==> src/rtl/io_terminal.sv <==
`default_nettype none
// ============================================================================
// Module   : io_terminal
// Purpose  : INPR/OUTR/FGI/FGO/IEN owner for the basic computer I/O
//            instructions, with a keyboard handshake and an 8N1 printer line.
// Revision : 1.0  initial release
// ============================================================================
module io_terminal #(
    parameter int CLKS_PER_BIT = 16
) (
    input  logic       clk,
    input  logic       rst,
    input  logic       io_inp,
    input  logic       io_out,
    input  logic       io_ski,
    input  logic       io_sko,
    input  logic       io_ion,
    input  logic       io_iof,
    input  logic       io_int_ack,
    input  logic [7:0] ac_low,
    output logic [7:0] inpr,
    output logic       fgi,
    output logic       fgo,
    output logic       ien,
    output logic       skip,
    output logic       irq,
    input  logic       kbd_valid,
    input  logic [7:0] kbd_data,
    output logic       kbd_ready,
    output logic       tx
);

    localparam int                  c_TICK_W   = $clog2(CLKS_PER_BIT);
    localparam logic [c_TICK_W-1:0] c_TICK_MAX = c_TICK_W'(CLKS_PER_BIT - 1);

    localparam logic [1:0] c_S_IDLE  = 2'd0;
    localparam logic [1:0] c_S_START = 2'd1;
    localparam logic [1:0] c_S_DATA  = 2'd2;
    localparam logic [1:0] c_S_STOP  = 2'd3;

    logic [1:0]          r_state;
    logic [1:0]          w_state_nxt;
    logic [c_TICK_W-1:0] r_tick;
    logic [c_TICK_W-1:0] w_tick_nxt;
    logic [2:0]          r_bit;
    logic [2:0]          w_bit_nxt;
    logic [7:0]          r_outr;
    logic [7:0]          r_inpr;
    logic                r_fgi;
    logic                r_fgo;
    logic                r_ien;

    logic w_accept;
    logic w_out_go;
    logic w_tick_end;
    logic w_frame_done;
    logic w_tx;

    assign w_accept   = kbd_valid & ~r_fgi;
    // fgo=1 only while the transmitter is idle, so it alone gates a new frame
    assign w_out_go   = io_out & r_fgo;
    assign w_tick_end = (r_tick == c_TICK_MAX);

    // Transmitter state register
    always_ff @(posedge clk) begin
        if (rst) begin
            r_state <= c_S_IDLE;
            r_tick  <= '0;
            r_bit   <= 3'd0;
        end else begin
            r_state <= w_state_nxt;
            r_tick  <= w_tick_nxt;
            r_bit   <= w_bit_nxt;
        end
    end

    // Transmitter next-state logic
    always_comb begin
        w_state_nxt = r_state;
        w_tick_nxt  = r_tick + 1'b1;
        w_bit_nxt   = r_bit;
        case (r_state)
            c_S_IDLE: begin
                w_tick_nxt = '0;
                if (w_out_go) w_state_nxt = c_S_START;
            end
            c_S_START: begin
                if (w_tick_end) begin
                    w_state_nxt = c_S_DATA;
                    w_tick_nxt  = '0;
                    w_bit_nxt   = 3'd0;
                end
            end
            c_S_DATA: begin
                if (w_tick_end) begin
                    w_tick_nxt = '0;
                    w_bit_nxt  = r_bit + 3'd1;
                    if (r_bit == 3'd7) w_state_nxt = c_S_STOP;
                end
            end
            c_S_STOP: begin
                if (w_tick_end) begin
                    w_tick_nxt  = '0;
                    w_state_nxt = c_S_IDLE;
                end
            end
            default: begin
                w_state_nxt = c_S_IDLE;
                w_tick_nxt  = '0;
            end
        endcase
    end

    // Transmitter outputs
    always_comb begin
        w_tx         = 1'b1;
        w_frame_done = 1'b0;
        case (r_state)
            c_S_START: w_tx = 1'b0;
            c_S_DATA:  w_tx = r_outr[r_bit];
            c_S_STOP:  w_frame_done = w_tick_end;
            default:   w_tx = 1'b1;
        endcase
    end

    // Registers and flags
    always_ff @(posedge clk) begin
        if (rst) begin
            r_inpr <= 8'h00;
            r_outr <= 8'h00;
            r_fgi  <= 1'b0;
            r_fgo  <= 1'b1;
            r_ien  <= 1'b0;
        end else begin
            if (w_accept) begin
                r_inpr <= kbd_data;
                r_fgi  <= 1'b1;
            end else if (io_inp) begin
                r_fgi  <= 1'b0;
            end

            if (w_out_go) begin
                r_outr <= ac_low;
                r_fgo  <= 1'b0;
            end else if (w_frame_done) begin
                r_fgo  <= 1'b1;
            end

            if (io_iof | io_int_ack) r_ien <= 1'b0;
            else if (io_ion)         r_ien <= 1'b1;
        end
    end

    assign inpr      = r_inpr;
    assign fgi       = r_fgi;
    assign fgo       = r_fgo;
    assign ien       = r_ien;
    assign kbd_ready = ~r_fgi;
    assign skip      = (io_ski & r_fgi) | (io_sko & r_fgo);
    assign irq       = r_ien & (r_fgi | r_fgo);
    assign tx        = w_tx;

endmodule
`default_nettype wire

==> config.mk <==
export PLATFORM = sky130hd
export DESIGN_NAME = io_terminal
export DESIGN_NICKNAME = d
export VERILOG_FILES = /design/src/rtl/io_terminal.sv
export SDC_FILE = /design/constraint.sdc
export NUM_CORES = 1
export LEC_CHECK = 0
export CAP_MARGIN = 20
export CORE_UTILIZATION = 47
export CTS_CLUSTER_DIAMETER = 120
export CTS_CLUSTER_SIZE = 20
export DETAILED_ROUTE_END_ITERATION = 12
export PLACE_DENSITY = 0.83
export SLEW_MARGIN = 25
export SYNTH_ARGS = -nofsm -noshare
export SYNTH_HDL_FRONTEND = slang
export SYNTH_SLANG_ARGS = --single-unit
export TNS_END_PERCENT = 20
==> constraint.sdc <==
create_clock -name clk -period 2.9 [get_ports clk]
set_input_delay 0.58 -clock clk [delete_from_list [all_inputs] [get_ports clk]]
set_output_delay 0.58 -clock clk [all_outputs]
set_load 0.02 [all_outputs]
# After elaboration in Yosys (flattened, before gate mapping)
# Cells that the tools add are included.
totals:
  ff_bits: 28
  in_bits: 26
  out_inout_bits: 15
  wordCells: 57
op_classes:
  n_addsub: 2
  n_lt_le_gt_ge: 1
  n_eq_ne: 10
  n_mux: 19
  bitwise_logic: 9
  reduce_logical: 8
op_table:
  columns: ["op", "count"]
  rows:
  - ["$mux W2", 5]
  - ["$ne A2 B2 Y1 const B", 5]
  - ["$pmux W2 S4", 1]
  - ["$pmux W4 S2", 1]
  - ["$mux W1", 6]
  - ["$mux W3", 2]
  - ["$pmux W3 S2", 1]
  - ["$reduce_bool A2 Y1", 3]
  - ["$and A1 B1 Y1", 5]
  - ["$reduce_and A5 Y1", 1]
  - ["$add A4 B1 Y4 const B", 1]
  - ["$eq A2 B2 Y1 const B", 2]
  - ["$eq A4 B4 Y1 const B", 1]
  - ["$lt A3 B4 Y1 const B", 1]
  - ["$mux W4", 1]
  - ["$add A3 B1 Y3 const B", 1]
  - ["$bmux W1 S3", 1]
  - ["$eq A3 B3 Y1 const B", 1]
  - ["$or A1 B1 Y1", 3]
  - ["$reduce_and A3 Y1", 1]
  - ["$reduce_or A3 Y1", 1]
  - ["$eq A2 B1 Y1 const B", 1]
  - ["$logic_not A2 Y1", 1]
  - ["$pmux W1 S2", 1]
  - ["other kinds (2)", 2]

# Depth between registers and ports, before layout
logic_depth:
  ltp_word: 4
  ltp_mapped: 7
  depth_no_buf: 6

# Least setup slack after synthesis
# Ideal clock, no wire load.
synth_timing:
  kind: "register to output"
  from: "register r_bit[0]"
  to: "output port tx"
  arrival_time_ns: 1.223
  required_time_ns: 2.320
  slack_ns: 1.097
  path_stages_with_launch: 4
  cell_sequence: "dfxtp_1 mux4_1 mux2i_1 mux2i_1"
synth_via:
  elab_chain_len: 3
synth_rtl:
  columns: ["item", "line", "text"]
  rows:
  - ["from (decl)", "45", "logic [2:0] r_bit;"]
  - ["from (signal assigned)", "73", "r_bit <= w_bit_nxt;"]
  - ["$bmux W1 S3", "120", "c_S_DATA: w_tx = r_outr[r_bit];"]
  - ["$mux W1 (implied by the code)", "120", null]
  - ["$pmux W1 S2", "118", "case (r_state)"]
  - ["to (decl)", "30", "output logic tx"]
# Every way passes these cells. The select of a mux whose other input is x is not followed.

# Final worst setup path
# Same ends and word-level chain as after synthesis.

==> metrics.md <==
| Metric | Value |
|---|---|
| Setup TNS | 0 ns |
| WS Path Type | reg -> out |
| Worst R2R Setup Slack | 1.31 ns |
| Startpoint types | flip-flop |
| Clock Skew | 0.0104 ns |
| Full die area | 2740 um^2 |
| Synth Cell Area | 1190 um^2 |
| Reg clk slew, reported paths | 0.15 ns |
| Reg2reg start | r_bit[0] |
| Fin crit share | 0.938 |
| Detail Route Antenna Nets | 0 |
| Placed inst area | 1610 um^2 |
| Cts repair resizes | 0 |
| Post-synthesis mux area share | 0.0693 |
| Mapped Nets | 169 |
| Outcome | complete, no violations |
| Nets@finish | 210 |
| Compound-gate portion of the synthesized area | 0.140 |
| H-tree depth | 1 |
| Hold path depth | 2 |
| First-pass GRT wire length | 4490 um |
| Hold Buf Count CTS | 0 |
| Tot Pwr | 972 uW |
| RR Endpoint | r_state[0] |
| Final Critical Period | 2.72 ns |
| Core box area | 2300 um^2 |
| Die height | 52.3 um |
| Starting Density | 0.519 |
| Static Leak | 0.659 nW |
| Pwr per Cell Area | 584 nW/um^2 |
| # diodes | 0 |
| # DRC | 0 |
| Hold Vio Cnt, Final | 0 |
| Clk root buf | clkbuf_4 |
| Arrival time at the worst endpoint | 2.14 ns |
| Final Util | 0.725 |
| Worst reg-to-reg path cell count | 6 |
| Crit path max fanout | 5 |
| GRT Util Overall | 0.221 |
| Cell breakdown of the critical path | mux4_1, mux2i_1, mux2i_1, clkdlybuf4s50_1 |
| Grt ovf | 0 |
| Num CTS Buffers | 3 |
| CP Buf/Inv Count | 1 |
| Slowest CP cell | mux4_1 |
| Number of global-route vias before repair | 1058 |
| IO Pins | 41 |
| Worst min-delay path startpoint | r_outr[2] |
| Row count | 17 |
| Peak supply drop | 357 uV |
| Largest net degree at the start of global routing | 17 |
| First drt pass iteration count | 4 |
| Seq/Total Area, Yosys | 0.471 |
| Initial antenna violation count | 0 |
| Cell count after synthesis | 136 |
| Combinational fraction of design power | 0.283 |
| Largest family of logic cells by synthesized area | simple AND/OR/NAND/NOR gates |
| Syn_area_per_cell | 8.76 um^2 |
| Yosys reg bits | 28 |
| Top delay family on crit path | multiplexers |
| Synth Area in Simple Gates | 0.202 |
| Area grow syn2layout | 39.8% |
| Drt initial violations | 14 |
| HP Class | reg -> reg |
| Drt total wl | 2590 um |
| Gp weighted congestion | 0.729 |
| Synth unique cells | 29 |
| Final Setup Violations | 0 |
| Cell area after layout | 1670 um^2 |
| CTS tree | built |
| Clk sinks | 28 |
| HPWL Detailed | 1970 um |
| Internal power | 696 uW |
| Crit. End Element | output pin |
| Max incr delay on CP | 0.58 ns |
| NetSw | 276 uW |
| Vias | 1076 |
| Vias per cell | 5.27 |
| Most common cell on crit path | mux2i_1 |
| Crit path required time | 2.32 ns |
| Post-CTS setup buffers | 0 |
| Register share of total power | 0.459 |
| Port-buffer cells | 40 |
| Post-Synth Adder-Cell Area | 0.0735 |
| Sw frac | 0.284 |
| Max Cap Viol | 0 |
| RSZ-0062 raised after global routing | no |
| Layout cells sized above 1 | 0.0455 |
| Die W | 52.3 um |
| Worst Hold End | r_outr[2] |
| F_max | 368 MHz |
| Syn. warnings | 0 |
| Clock buffer depth | 2 |
| Post-Synth XOR/XNOR Area | 0.0147 |
| Drt wl/cell | 12.7 um |
| Actual slew at the worst max-slew pin | 0.541 ns |
| Most frequent cells in the layout | clkdlybuf4s50_1, nand2_1, dfxtp_1 |
| Rel. slew slack | 0.638 |
| Slew Viols, Final | 0 |
| Commonest non-fill, non-tap cell in the layout | clkdlybuf4s50_1 |
| Clk pwr share | 0.258 |
| Clock Latency Late Sink | 0.32 ns |
[sequential cells by signal, indices dropped and copies added (netlist names)]
register,count
fgi,1
fgo,1
ien,1
inpr,8
r_bit,3
r_outr,8
r_state,2
r_tick,4
[area by class of cell]
class,instances,area (um^2)
multi-input combinational,99,594
clock buffer,3,22.5
inverter,4,15.0
sequential,28,561
clock inverter,1,30.0
tap,28,35.0
timing repair buffer,41,408
fill,184,632
[cell usage after synthesis]
master	instances	area (um^2)
nand3_1	2	10.0
buf_2	1	5.00
a21oi_2	1	8.76
o21a_1	1	7.51
and2_1	1	6.26
o221a_2	1	11.3
nand2_1	37	139
or2_2	1	6.26
clkbuf_1	3	11.3
a22o_1	1	8.76
a211oi_1	1	7.51
nor2_1	8	30.0
a32oi_1	2	17.5
nor3_1	2	10.0
clkbuf_2	1	5.00
o21ai_0	2	10.0
and3_1	2	12.5
mux2i_1	3	30.0
dfxtp_1	28	561
xnor2_1	1	8.76
nor4_1	1	6.26
a21oi_1	19	95.1
nor3b_1	1	7.51
nor2b_1	1	6.26
ha_1	7	87.6
inv_1	4	15.0
mux4_1	2	52.6
nand2b_1	1	6.26
xor2_1	1	8.76
[cells by family after synthesis]
logic type	count (synthesis)
simple gates	57
compound gates	28
flops	28
buf+inv	9
fa+ha+maj	7
mux	5
xor+xnor	2
[worst register-to-register path, cell delays in order, from the launching register on]
cell      delay [ns]
dfxtp_1         0.39
ha_1            0.23
ha_1            0.17
nand2b_1        0.13
a21oi_1         0.24
a21oi_2         0.07
o221a_2         0.27
[power groups by stage]
| stage | clock, mW | combinational (mW) | sequential, mW |
|---|---|---|---|
| after global routing | 0.273 | 0.309 | 0.450 |
| after CTS | 0.260 | 0.277 | 0.446 |
| after floorplan | 0 | 0.160 | 0.459 |
| after detailed placement | 0 | 0.275 | 0.454 |
| final | 0.251 | 0.275 | 0.446 |
| after global placement | 0 | 0.263 | 0.450 |
[worst max-delay path by stage]
stage	startpoint	endpoint	slack [ns]	cells after the start
finish	r_bit[0]	tx	0.18	4
global route	r_bit[0]	tx	0.05	4
CTS	r_bit[0]	tx	0.18	4
detailed placement	io_ski	skip	0.56	3
global placement	io_ski	skip	0.57	3
floorplan	r_bit[0]	tx	1.10	3
[routing by layer]
| metal | wire [um] | vias up | track usage |
|---|---|---|---|
| li1 | - | 543 | - |
| met4 | 51 | 0 | 0.0877 |
| met3 | 170 | 8 | 0.0609 |
| met5 | 0 | - | 0 |
| met1 | 1090 | 494 | 0.250 |
| met2 | 1280 | 31 | 0.388 |
[metrics by stage]
stage | std cells | worst slack [ns] | hold WS, ns
2_1_floorplan | 136 | 1.10 | 0.417
3_3_place_gp | 200 | 0.567 | 0.430
3_5_place_dp | 200 | 0.565 | 0.446
4_1_cts | 204 | 0.177 | 0.466
5_1_grt | 204 | 0.0451 | 0.485
6_report | 204 | 0.181 | 0.468
(Power assumes the default switching activity.)
